--- src/rtl/tank_pkg.sv ---
// Shared constants and FSM state types for the PS/2 keyboard front end of the tank controller.
// Build option: PS2_PARITY_CHECK_EN enables odd-parity checking in ps2_rx_frame.
package tank_pkg;

   localparam logic [7:0] KEY_W     = 8'h77;
   localparam logic [7:0] KEY_A     = 8'h61;
   localparam logic [7:0] KEY_S     = 8'h73;
   localparam logic [7:0] KEY_D     = 8'h64;
   localparam logic [7:0] KEY_SPACE = 8'h20;

   localparam logic [7:0] SC_EXT    = 8'hE0;
   localparam logic [7:0] SC_BRK    = 8'hF0;
   localparam logic [7:0] SC_W      = 8'h1D;
   localparam logic [7:0] SC_A      = 8'h1C;
   localparam logic [7:0] SC_S      = 8'h1B;
   localparam logic [7:0] SC_D      = 8'h23;
   localparam logic [7:0] SC_SPACE  = 8'h29;
   localparam logic [7:0] SC_UP     = 8'h75;
   localparam logic [7:0] SC_LEFT   = 8'h6B;
   localparam logic [7:0] SC_DOWN   = 8'h72;
   localparam logic [7:0] SC_RIGHT  = 8'h74;

   typedef enum logic [1:0] {
      FS_IDLE,
      FS_DATA,
      FS_PARITY,
      FS_STOP
   } frame_state_t;

   typedef enum logic [1:0] {
      DS_NORM,
      DS_EXT,
      DS_BRK,
      DS_EXT_BRK
   } dec_state_t;

   typedef struct packed {
      logic       hit;
      logic [7:0] code;
   } key_map_t;

   // Arrow keys alias onto the WASD codes so the direction stage sees one key set.
   function automatic key_map_t map_key(input logic ext, input logic [7:0] sc);
      key_map_t m;
      m.hit  = 1'b1;
      m.code = 8'h00;
      if (ext) begin
         case (sc)
            SC_UP:    m.code = KEY_W;
            SC_LEFT:  m.code = KEY_A;
            SC_DOWN:  m.code = KEY_S;
            SC_RIGHT: m.code = KEY_D;
            default:  m.hit  = 1'b0;
         endcase
      end else begin
         case (sc)
            SC_W:     m.code = KEY_W;
            SC_A:     m.code = KEY_A;
            SC_S:     m.code = KEY_S;
            SC_D:     m.code = KEY_D;
            SC_SPACE: m.code = KEY_SPACE;
            default:  m.hit  = 1'b0;
         endcase
      end
      return m;
   endfunction

endpackage

--- src/rtl/ps2_rx_frame.sv ---
// PS/2 pin synchroniser, clock glitch filter and 11-bit frame receiver with inactivity timeout.
// Build option: PS2_PARITY_CHECK_EN drops bytes whose odd parity does not hold.
module ps2_rx_frame
   import tank_pkg::*;
#(
   parameter int FILTER_LEN  = 4,
   parameter int TIMEOUT_CYC = 50000
) (
   input  logic       clk,
   input  logic       rst,
   input  logic       ps2_clk,
   input  logic       ps2_data,
   output logic       byte_vld,
   output logic [7:0] byte_data,
   output logic       frame_err
);

   localparam int FW = $clog2(FILTER_LEN + 1);
   localparam int TW = $clog2(TIMEOUT_CYC + 1);
   localparam logic [FW-1:0] F_LAST = FW'(FILTER_LEN - 1);
   localparam logic [TW-1:0] T_LAST = TW'(TIMEOUT_CYC - 1);

   logic          clk_s1, clk_s2, data_s1, data_s2;
   logic [FW-1:0] filt_cnt;
   logic          filt, filt_q;
   logic          fall;
   frame_state_t  state;
   logic [2:0]    bit_cnt;
   logic [7:0]    shift;
   logic [TW-1:0] tout;
   logic          par_ok;

   always_ff @(posedge clk) begin
      if (rst) begin
         clk_s1   <= 1'b0;
         clk_s2   <= 1'b0;
         data_s1  <= 1'b0;
         data_s2  <= 1'b0;
         filt_cnt <= '0;
         filt     <= 1'b0;
         filt_q   <= 1'b0;
      end else begin
         clk_s1  <= ps2_clk;
         clk_s2  <= clk_s1;
         data_s1 <= ps2_data;
         data_s2 <= data_s1;
         filt_q  <= filt;
         // The filtered level flips only after FILTER_LEN samples in a row disagree with it.
         if (clk_s2 == filt) begin
            filt_cnt <= '0;
         end else if (filt_cnt == F_LAST) begin
            filt_cnt <= '0;
            filt     <= clk_s2;
         end else begin
            filt_cnt <= filt_cnt + 1'b1;
         end
      end
   end

   assign fall = filt_q & ~filt;

`ifdef PS2_PARITY_CHECK_EN
   logic par_bit;
   assign par_ok = ^{shift, par_bit};
`else
   assign par_ok = 1'b1;
`endif

   always_ff @(posedge clk) begin
      if (rst) begin
         state     <= FS_IDLE;
         bit_cnt   <= '0;
         shift     <= '0;
         tout      <= '0;
         byte_vld  <= 1'b0;
         byte_data <= '0;
         frame_err <= 1'b0;
`ifdef PS2_PARITY_CHECK_EN
         par_bit   <= 1'b0;
`endif
      end else begin
         byte_vld  <= 1'b0;
         frame_err <= 1'b0;
         // A falling edge always takes priority over an expiring timeout.
         if (fall) begin
            tout <= '0;
            case (state)
               FS_IDLE: begin
                  if (!data_s2) begin
                     state   <= FS_DATA;
                     bit_cnt <= '0;
                  end
               end
               FS_DATA: begin
                  shift   <= {data_s2, shift[7:1]};
                  bit_cnt <= bit_cnt + 1'b1;
                  if (bit_cnt == 3'd7) state <= FS_PARITY;
               end
               FS_PARITY: begin
`ifdef PS2_PARITY_CHECK_EN
                  par_bit <= data_s2;
`endif
                  state   <= FS_STOP;
               end
               default: begin
                  state <= FS_IDLE;
                  if (data_s2 && par_ok) begin
                     byte_vld  <= 1'b1;
                     byte_data <= shift;
                  end else begin
                     frame_err <= 1'b1;
                  end
               end
            endcase
         end else if (state == FS_IDLE) begin
            tout <= '0;
         end else if (tout == T_LAST) begin
            tout      <= '0;
            state     <= FS_IDLE;
            frame_err <= 1'b1;
         end else begin
            tout <= tout + 1'b1;
         end
      end
   end

endmodule

--- src/rtl/ps2_key_decoder.sv ---
// PS/2 set-2 make/break decoder mapping driving keys to lowercase ASCII with a held-key flag.
// Build option: PS2_PARITY_CHECK_EN (forwarded to ps2_rx_frame) adds parity errors to frame_err.
module ps2_key_decoder
   import tank_pkg::*;
#(
   parameter int FILTER_LEN  = 4,
   parameter int TIMEOUT_CYC = 50000
) (
   input  logic       clk,
   input  logic       rst,
   input  logic       ps2_clk,
   input  logic       ps2_data,
   output logic [7:0] ascii,
   output logic       press,
   output logic       key_evt,
   output logic       frame_err
);

   logic       byte_vld;
   logic [7:0] byte_data;
   dec_state_t dstate;
   logic       is_ext, is_brk;
   key_map_t   mapped;

   ps2_rx_frame #(
      .FILTER_LEN  (FILTER_LEN),
      .TIMEOUT_CYC (TIMEOUT_CYC)
   ) u_rx (
      .clk       (clk),
      .rst       (rst),
      .ps2_clk   (ps2_clk),
      .ps2_data  (ps2_data),
      .byte_vld  (byte_vld),
      .byte_data (byte_data),
      .frame_err (frame_err)
   );

   assign is_ext = (dstate == DS_EXT) || (dstate == DS_EXT_BRK);
   assign is_brk = (dstate == DS_BRK) || (dstate == DS_EXT_BRK);
   assign mapped = map_key(is_ext, byte_data);

   always_ff @(posedge clk) begin
      if (rst) begin
         dstate  <= DS_NORM;
         ascii   <= 8'h00;
         press   <= 1'b0;
         key_evt <= 1'b0;
      end else begin
         key_evt <= 1'b0;
         if (byte_vld) begin
            if (dstate == DS_NORM && byte_data == SC_EXT) begin
               dstate <= DS_EXT;
            end else if (!is_brk && byte_data == SC_BRK) begin
               dstate <= is_ext ? DS_EXT_BRK : DS_BRK;
            end else begin
               dstate <= DS_NORM;
               if (mapped.hit) begin
                  // Typematic repeats of the held key are swallowed; only real changes pulse key_evt.
                  if (!is_brk) begin
                     if (!press || ascii != mapped.code) begin
                        ascii   <= mapped.code;
                        press   <= 1'b1;
                        key_evt <= 1'b1;
                     end
                  end else if (press && ascii == mapped.code) begin
                     press   <= 1'b0;
                     key_evt <= 1'b1;
                  end
               end
            end
         end
      end
   end

endmodule

--- config.mk ---
export PLATFORM = sky130hd
export DESIGN_NAME = ps2_key_decoder
export DESIGN_NICKNAME = d
export VERILOG_FILES = /design/src/rtl/tank_pkg.sv /design/src/rtl/ps2_rx_frame.sv /design/src/rtl/ps2_key_decoder.sv
export SDC_FILE = /design/constraint.sdc
export NUM_CORES = 1
export LEC_CHECK = 0
export ABC_CLOCK_PERIOD_IN_PS = 5100
export CAP_MARGIN = 20
export CORE_UTILIZATION = 71
export CTS_BUF_LIST = sky130_fd_sc_hd__clkbuf_4 sky130_fd_sc_hd__clkbuf_8
export DETAILED_ROUTE_END_ITERATION = 12
export DONT_BUFFER_PORTS = 1
export GPL_ROUTABILITY_DRIVEN = 0
export PLACE_DENSITY_LB_ADDON = 0.25
export REMOVE_ABC_BUFFERS = 1
export SLEW_MARGIN = 5
export SYNTH_ARGS = -nofsm -noshare
export SYNTH_HDL_FRONTEND = slang
export SYNTH_HIERARCHICAL = 1
export SYNTH_SLANG_ARGS = --single-unit
--- constraint.sdc ---
create_clock -name clk -period 5.1 [get_ports clk]
set_input_delay 0.255 -clock clk [delete_from_list [all_inputs] [get_ports clk]]
set_output_delay 0.255 -clock clk [all_outputs]
set_load 0.05 [all_outputs]
# --- After elaboration in Yosys (flattened, before gate mapping) ---
# Index checks and enable logic that the tools add are counted.
classes:
  addsub: 3
  n_eq_ne: 26
  n_mux: 28
  n_bitwise: 10
  reduce_logical: 27
ops:
  columns: ["op", "count"]
  rows:
  - ["$pmux W7 S5", 1]
  - ["$eq A8 B7 Y1 const B", 4]
  - ["$pmux W7 S4", 1]
  - ["$eq A8 B5 Y1 const B", 3]
  - ["$add A16 B1 Y16 const B", 1]
  - ["$eq A16 B16 Y1 const B", 1]
  - ["$eq A8 B6 Y1 const B", 2]
  - ["$eq A8 B8 Y1 const B", 2]
  - ["$mux W1", 15]
  - ["$reduce_or A5 Y1", 3]
  - ["$mux W2", 7]
  - ["$reduce_and A6 Y1", 2]
  - ["$mux W9", 1]
  - ["$not A1 Y1", 9]
  - ["$eq A8 B8 Y1", 1]
  - ["$ne A8 B8 Y1", 1]
  - ["$reduce_or A4 Y1", 2]
  - ["$add A3 B1 Y3 const B", 2]
  - ["$eq A2 B2 Y1 const B", 3]
  - ["$pmux W2 S3", 1]
  - ["$pmux W3 S2", 1]
  - ["$reduce_and A3 Y1", 2]
  - ["$reduce_bool A2 Y1", 3]
  - ["$reduce_or A3 Y1", 2]
  - ["other kinds (15)", 24]
totals:
  regBits: 60
  input_bits: 4
  out_inout_bits: 11
  elab_cells: 112

# --- Depth between registers and ports, before layout ---
# Gate-level depths: netlist of the first run.
logic_depth:
  word_depth: 8
  mapped_depth: 8
  ltp_nobuf: 7

# --- Cells and area by module ---
# The synthesis of the first run kept the hierarchy.
by_module_without_submodules:
  columns: ["module", "n_inst", "cells_per_inst", "area_per_inst_um2", "seq_area_each_um2"]
  rows:
  - ["ps2_rx_frame", 1, 225, 2001.9, 960.9]
  - ["ps2_key_decoder", 1, 106, 877.1, 180.2]

# --- Worst setup path after synthesis of the first run ---
# No wires, ideal clock.
synth_path:
  path_type: "reg-to-reg"
  from: "register u_rx.byte_data[2]"
  to: "register ascii[4]"
  setup_time_ns: 0.079
  arrival_ns: 1.798
  required_time_ns: 5.021
  slack_ns: 3.222
  path_stages_with_launch: 8
  n_path_buf: 0
  synth_period_minus_slack_ns: 1.878
  cell_sequence: "dfxtp_1 -> and2b_1 -> mux2_2 -> a21boi_1 -> mux2i_1 -> nand4_2 -> o211a_1 -> a211oi_2"
synth_via:
  elab_chain_cells: 6
  elab_cells_between_ends: 25
  cone_classes: "eq/ne: 12; mux: 5; bitwise: 2; reduce/logical: 6"
synth_rtl:
  columns: ["item", "line", "rtl"]
  rows:
  - ["start, declared", "ps2_rx_frame.sv:14", "output logic [7:0] byte_data,"]
  - ["start signal, assigned", "ps2_rx_frame.sv:109", "byte_data <= shift;"]
  - ["$eq A8 B6 Y1, or another cell as far along", "tank_pkg.sv:56", "case (sc)"]
  - ["$pmux W7 S5 / $pmux W7 S4 (equally long branches)", "tank_pkg.sv:56, tank_pkg.sv:48", null]
  - ["$mux W9", "tank_pkg.sv:47", "if (ext) begin"]
  - ["$ne A8 B8 Y1", "ps2_key_decoder.sv:60", "if (!press || ascii != mapped.code) begin"]
  - ["$logic_or A1 B1 Y1", "ps2_key_decoder.sv:60", null]
  - ["$reduce_and A6 Y1 (no source line)", null, null]
  - ["end signal, assigned", "ps2_key_decoder.sv:61", "ascii <= mapped.code;"]
  - ["end, declared", "ps2_key_decoder.sv:13", "output logic [7:0] ascii,"]
# Parallel ways exist; a longest one is shown, timed or not.
# A chain may end at the register's enable or synchronous reset.

# --- Worst setup path after layout of the first run ---
layout_path:
  from: "register u_rx.byte_data[0]"
  to: "register ascii[6]"
# The elaborated chain is that of the path after synthesis.

==> results of run 1 <==
[synth_stat cells, drive strengths merged, types with 3 or more instances]
| cell | instances |
|---|---|
| dfxtp | 57 |
| nand2 | 39 |
| nor2 | 35 |
| a21oi | 22 |
| nand3 | 21 |
| nor2b | 13 |
| xnor2 | 13 |
| inv | 12 |
| ha | 10 |
| mux2i | 9 |
| buf | 8 |
| clkbuf | 8 |
| nor4 | 7 |
| nand4 | 6 |
| nor3 | 6 |
| nand2b | 5 |
| o21ai | 5 |
| nor3b | 4 |
| a21boi | 3 |
| and2 | 3 |
| and3 | 3 |
| nand3b | 3 |
| nor4b | 3 |
| o2111ai | 3 |
| o211ai | 3 |
[stage by stage]
stage,hold WS (ns),cells
2_1_floorplan,0.3196,316
3_3_place_gp,0.3257,364
3_5_place_dp,0.3277,364
4_1_cts,0.02792,381
5_1_grt,0.03156,382
6_report,0.04335,382
[cells by family (layout without fill, tap and decap cells)]
logic type                 after synthesis  after routing
and+or+nand+nor                        160            160
buffers and inverters                   28             30
other                                    1              2
muxes                                   10             10
xor gates and xnor gates                15             15
AOI/OAI and AO/OA                       50             50
adders and majority gates               10             10
DFF                                     57             57
[worst paths after layout]
| check | startpoint | end | slack (ns) | depth (start not counted) |
|---|---|---|---|---|
| worst min register to register | u_rx/filt_cnt[0]$_SDFF_PP0_ | u_rx/filt_cnt[0]$_SDFF_PP0_ | 0.43 | 1 |
| worst max register to register | u_rx/byte_data[0]$_SDFFE_PP0P_ | ascii[6]$_SDFFE_PP0P_ | 2.82 | 6 |
| worst max-delay path | u_rx/byte_data[0]$_SDFFE_PP0P_ | ascii[6]$_SDFFE_PP0P_ | 2.82 | 6 |
| worst min-delay path | rst | u_rx/state[1]$_SDFFE_PP0P_ | 0.04 | 1 |
[worst register-to-register path: stages, from the launching register on]
cell and delay, ns:
dfxtp_1 0.56, mux2_2 0.38, a21boi_1 0.26, mux2i_1 0.29
nand4_2 0.21, o2111ai_1 0.28, o311ai_0 0.17
[power groups by stage]
stage | clock network [W] | registers [W] | logic, W
final | 0.000438 | 0.000448 | 0.0000124
after global routing | 0.000467 | 0.000448 | 0.0000134
after CTS | 0.000446 | 0.000448 | 0.0000124
after detailed placement | 0 | 0.000458 | 0.00000656
after global placement | 0 | 0.000458 | 0.00000636
after floorplan | 0 | 0.000457 | 0.00000620
[area by class of cell]
class                      instances  share of cell area
clock buffer                      12             0.05333
clock inverter                     4             0.01616
inverter                          12             0.01455
multi-input combinational        247              0.5192
sequential                        57              0.3685
tap                               48             0.01939
timing repair buffer               2            0.008889
[sequential cells by signal (all words and copies together), names as in the netlist, 2 cells and up]
| register | flops |
|---|---|
| ascii | 5 |
| dstate | 2 |
| u_rx/bit_cnt | 3 |
| u_rx/byte_data | 8 |
| u_rx/filt_cnt | 3 |
| u_rx/shift | 8 |
| u_rx/state | 2 |
| u_rx/tout | 16 |
[metal layers]
layer	share of wire	wire [um]	vias to the layer above
li1	-	-	1155
met1	0.46	2548	1085
met2	0.49	2698	46
met3	0.039	217	9
met4	0.013	70	0
met5	0	0	-
==> reports/metrics.yaml, run 1 <==
synthXorXnorAreaFrac: 0.04563
timing.setup.tns_ns: 0
n_antenna_cell: 0
ys_types: 64
synthSimpleGateAreaFrac: 0.3125
fmax_mhz: 437.8
max-cap-violations: 0
grt_util_met1: 0.3470
crit_chain: "mux2_2 -> a21boi_1 -> mux2i_1 -> nand4_2 -> o2111ai_1 -> o311ai_0"
multi_input_area_sq_um: 1608
cts_buffer_depth: 2
antenna_found_initial: 0
final_common_cell: "dfxtp_1"
vias_per_cell: 6.008
synth_top_cell_by_area: "dfxtp_1"
wl_per_cell_um: 14.49
leakagePower_nw: 1.028
grt_pass1_vias: 2158
grt_pass1_wl_um: 9549
numPortBuffers: 0
final_util: 0.8212
die_h_um: 65.68
ir_worst_vdd_v: 0.0002386
met3_usage: 0.08333
cts_hold_buf: 1
rows: 22
clock-sinks: 57
die_w_um: 65.68
required_ns: 5.29
yosysWarnings: 6
p_seq_frac: 0.499
yosys.area_share.adder: 0.04346
start_util: 0.7634
clk_pin_slew_worst_paths_ns: 0.06
regArea_sq_um: 1141
synth_mux_area_frac: 0.03520
use_met2: 0.4974
fin_crit_sh: 0.4478
ys_seq_area_frac: 0.3963
synth_top_area_frac: 0.3963
cp_slowest_cell: "dfxtp_1"
place_hpwl_um: 3526
clock_skew_ns: 0.004919
cts_resized: 0
nFillCells: 250
syn_area_per_cell_sq_um: 8.698
gr-usage-all-layers: 0.2944
area_delta_synth_final_pct: 7.562
power_w: 0.0008983
tightest_slew_ns: 0.9897
maxSlewHeadroom: 0.3388
cts_htree_levels: 3
cts_made_buffers: 9
clockPowerShare: 0.488
syn_area_sq_um: 2879
coreArea_sq_um: 3771
rsz0062_at_grt: "no"
synthCells: 331
synth.ff_latch_count: 57
synth-edff-count: 0
clkLatencyLatePin_ns: 0.33
drv_slew: 0
end_kind: "flip-flop"
hold_viol_final: 0
cp_max_fo: 11
busiest_layer: "met2"
synth_top_family_by_area: "simple AND/OR/NAND/NOR gates"
placed_area_sq_um: 2854
switching_share: 0.2041
dp_slack_ns: 2.936
synth_area_leaders: "dfxtp_1 (40%), nand2_1 (5.1%), nor2_1 (4.4%), ha_1 (4.3%), xnor2_1 (4.0%)"
antenna_left: 0
vias: 2295
crit_type: "flip-flop to flip-flop"
start_kind: "flip-flop"
gr-total-overflow: 0
path_delay_family: "compound AO/OA/AOI/OAI gates"
final_cell_mix: "dfxtp_1 (57), nand2_1 (39), nor2_1 (34)"
fin_area_sq_um: 3097
cpPeakStageDelay_ns: 0.56
drc_errors: 0
async_flop_share: 0
drive_above_1_share: 0.1048
dieArea_sq_um: 4314
cts_setup_buffers: 0
synth_compound_area_frac: 0.1191
finalSetupViolCount: 0
comb_power_share: 0.014
fin_ws_ns: 2.816
cellPowerDensity_nw_per_um2: 290.1
hold_class: "primary input to flip-flop"
cts_tree: "done"
worstPathArrival_ns: 2.47
root_buffer: "clkbuf_8"
fin_nets: 343
firstDrtPassIters: 4
pin_count: 15
fin_crit_ns: 2.284
p_switching_w: 0.0001833
crit_buf_inv: 0
synth-main-ff-cell: "dfxtp_1"
p_int_w: 0.0007149
grt_max_degree: 35
drt-initial-drc-count: 142
drt-total-wl_um: 5534
outcome: "finished clean"
(Power assumes the default switching activity.)
==> run 2, diff against run 1 <==
--- a/config.mk
+++ b/config.mk
@@ -5,9 +5,9 @@
 export SDC_FILE = /design/constraint.sdc
 export NUM_CORES = 1
 export LEC_CHECK = 0
-export ABC_CLOCK_PERIOD_IN_PS = 5100
+export ABC_CLOCK_PERIOD_IN_PS = 1950
 export CAP_MARGIN = 20
-export CORE_UTILIZATION = 71
+export CORE_UTILIZATION = 59
 export CTS_BUF_LIST = sky130_fd_sc_hd__clkbuf_4 sky130_fd_sc_hd__clkbuf_8
 export DETAILED_ROUTE_END_ITERATION = 12
 export DONT_BUFFER_PORTS = 1
==> constraint.sdc (replaced) <==
create_clock -name clk -period 1.95 [get_ports clk]
set_input_delay 0.0975 -clock clk [delete_from_list [all_inputs] [get_ports clk]]
set_output_delay 0.0975 -clock clk [all_outputs]
set_load 0.05 [all_outputs]
==> run 2 against run 1 <==
The run now ends with negative setup slack left. Sequential cell count unchanged. Routed wire length decreased by 1.1%. Sequential share of layout area decreased by 3.4 points. Via count increased by 1.7%.
==> reports/metrics.yaml, run 2 (synthesis results as in run 1) <==
hold_viol_final: 0  # unchanged
busiest_layer: "met2"
drt-initial-drc-count: 95  # -33%
crit_type: "flip-flop to flip-flop"
drt-total-wl_um: 5475  # -1.1%
power_w: 0.002304  # +160%
holdWs_ns: 0.04059  # -0.002760 ns
crit_chain: "nor4b_4 -> a22oi_1 -> o211ai_2 -> o211ai_2 -> or2_2 -> a211oi_1 -> nor3_1"
worstPathArrival_ns: 2.24  # -0.23 ns
start_util: 0.6095  # -0.1539
antenna_left: 0  # unchanged
clk_pin_slew_worst_paths_ns: 0.06  # about the same
grt_pass1_wl_um: 9515  # -0.36%
cp_slowest_cell: "nor4b_4"
violations: "negative setup slack"
grt_max_degree: 39  # +11%
place_hpwl_um: 3647  # +3.4%
cts_tree: "done"
firstDrtPassIters: 4  # unchanged
required_ns: 2.17  # -3.12 ns
hold_start: "rst"
rsz0062_at_grt: "yes"
cellPowerDensity_nw_per_um2: 671.4  # +130%
final_cell_mix: "dfxtp_1 (52), nand2_1 (38), nor2_1 (34)"
die_h_um: 71.86  # +9.4%
top_regs: "u_rx/tout: 16 flops, u_rx/byte_data: 8 flops, u_rx/shift: 8 flops"
cts_htree_levels: 3  # unchanged
cpPeakStageDelay_ns: 0.38  # -0.18 ns
fin_nets: 377  # +9.9%
cp_common_cell: "o211ai_2"
area_delta_synth_final_pct: 19.17
wl_per_cell_um: 12.59  # -13%
tightest_slew_ns: 0.5502  # -0.4395 ns
outcome: "complete, but fails checks"
fin_crit_sh: 1.035  # +0.5867
cp_max_fo: 5  # -6
die_w_um: 71.86  # +9.4%
leakagePower_nw: 1.224  # +19%
numPortBuffers: 0  # unchanged
r2r-end: "ascii[2]$_SDFFE_PP0P_"
final_common_cell: "dfxtp_1"
cts_made_buffers: 9  # unchanged
path_delay_family: "simple AND/OR/NAND/NOR gates"
clock-sinks: 57  # unchanged
vias: 2335  # +1.7%
coreArea_sq_um: 4723  # +25%
crit_buf_inv: 0  # unchanged
r2r-start: "u_rx/byte_data[5]$_SDFFE_PP0P_"
hold_class: "primary input to flip-flop"
timing.setup.tns_ns: -0.1872  # -0.1872 ns
gr-total-overflow: 0  # unchanged
drv_slew: 0  # unchanged
grt_pass1_vias: 2190  # +1.5%
rows: 25  # +14%
end_kind: "flip-flop"
vias_per_cell: 5.368  # -11%
fin_ws_ns: -0.06737  # -2.883 ns
ir_worst_vdd_v: 0.0004814  # +100%
fmax_mhz: 495.7  # +13%
fin_crit_ns: 2.017  # -0.2666 ns
ff2ff_setup_slack_ns: -0.07  # -2.88 ns
clkLatencyLatePin_ns: 0.33  # about the same
start_kind: "flip-flop"
root_buffer: "clkbuf_8"
top_register: "u_rx/tout"
cts_buffer_depth: 2  # unchanged
n_antenna_cell: 0  # unchanged
gr-usage-all-layers: 0.2382  # -0.05619
grt_util_met1: 0.2914  # -0.05561
met3_usage: 0.07314  # -0.01020
maxSlewHeadroom: 0.6325  # +0.2936
use_met2: 0.3857  # -0.1117
max-cap-violations: 0  # unchanged
hold_depth: 2  # +1
largest_reg_flops: 16  # unchanged
drive_above_1_share: 0.2092  # +0.1044
drc_errors: 0  # unchanged
holdPathEnd: "u_rx/byte_data[5]$_SDFFE_PP0P_"
dieArea_sq_um: 5163  # +20%
clock_skew_ns: 0.007165  # +0.002246 ns
pin_count: 15  # unchanged
antenna_found_initial: 0  # unchanged
ff2ff_path_depth: 7  # +1
finalSetupViolCount: 5  # +5
==> run 2: worst max-delay path by stage <==
stage                                         from  slack, ns  cells past startpoint                    end
finish              u_rx/byte_data[5]$_SDFFE_PP0P_      -0.07                      7  ascii[2]$_SDFFE_PP0P_
floorplan           u_rx/byte_data[4]$_SDFFE_PP0P_       0.05                      7  ascii[4]$_SDFFE_PP0P_
global placement    u_rx/byte_data[6]$_SDFFE_PP0P_      -0.05                      7  ascii[4]$_SDFFE_PP0P_
CTS                 u_rx/byte_data[6]$_SDFFE_PP0P_      -0.07                      7  ascii[2]$_SDFFE_PP0P_
detailed placement  u_rx/byte_data[6]$_SDFFE_PP0P_      -0.12                      7  ascii[4]$_SDFFE_PP0P_
global route        u_rx/byte_data[1]$_SDFFE_PP0P_      -0.20                      8  ascii[6]$_SDFFE_PP0P_
==> run 2: metrics by stage <==
stage | setup slack (ns) | utilization | instances | instance area (sq um)
6_report | -0.06737 | 0.7264 | 435 | 3431
5_1_grt | -0.2041 | 0.7264 | 435 | 3431
4_1_cts | -0.07382 | 0.7152 | 433 | 3378
3_5_place_dp | -0.1173 | 0.6490 | 408 | 3065
3_3_place_gp | -0.05160 | 0.6490 | 408 | 3065
2_1_floorplan | 0.05301 | - | 316 | 2794
==> run 2: where the power goes <==
group	switching, W	internal, W
Clock	0.000460	0.000634
Combinational	0.0000243	0.0000140
Sequential	0.00000264	0.00117
Total	0.000487	0.00182
==> run 2: metal layers <==
layer  routed length (um)  vias to the layer above
met5                    0                        -
met4                   69                        0
met3                  176                       10
met2                 2553                       35
met1                 2675                     1071
li1                     -                     1219
==> run 2: what timing repair did <==
action / in CTS / in global routing
setup buffers: 3 / 2
pin swaps: 9 / 3
hold endpoints to repair: 41 / 0
endpoints found under the setup margin: 6 / 7
hold buffers: 6 / 0
resized for setup: 6 / 12
==> run 2: final cells by class <==
type,instances,area [sq um]
Multi-Input combinational cell,247,1655
Sequential cell,57,1147
Tap cell,67,83.83
Clock buffer,11,145.1
Inverter,12,45.04
Clock inverter,5,55.05
Timing Repair Buffer,36,299.0
Fill cell,353,1292
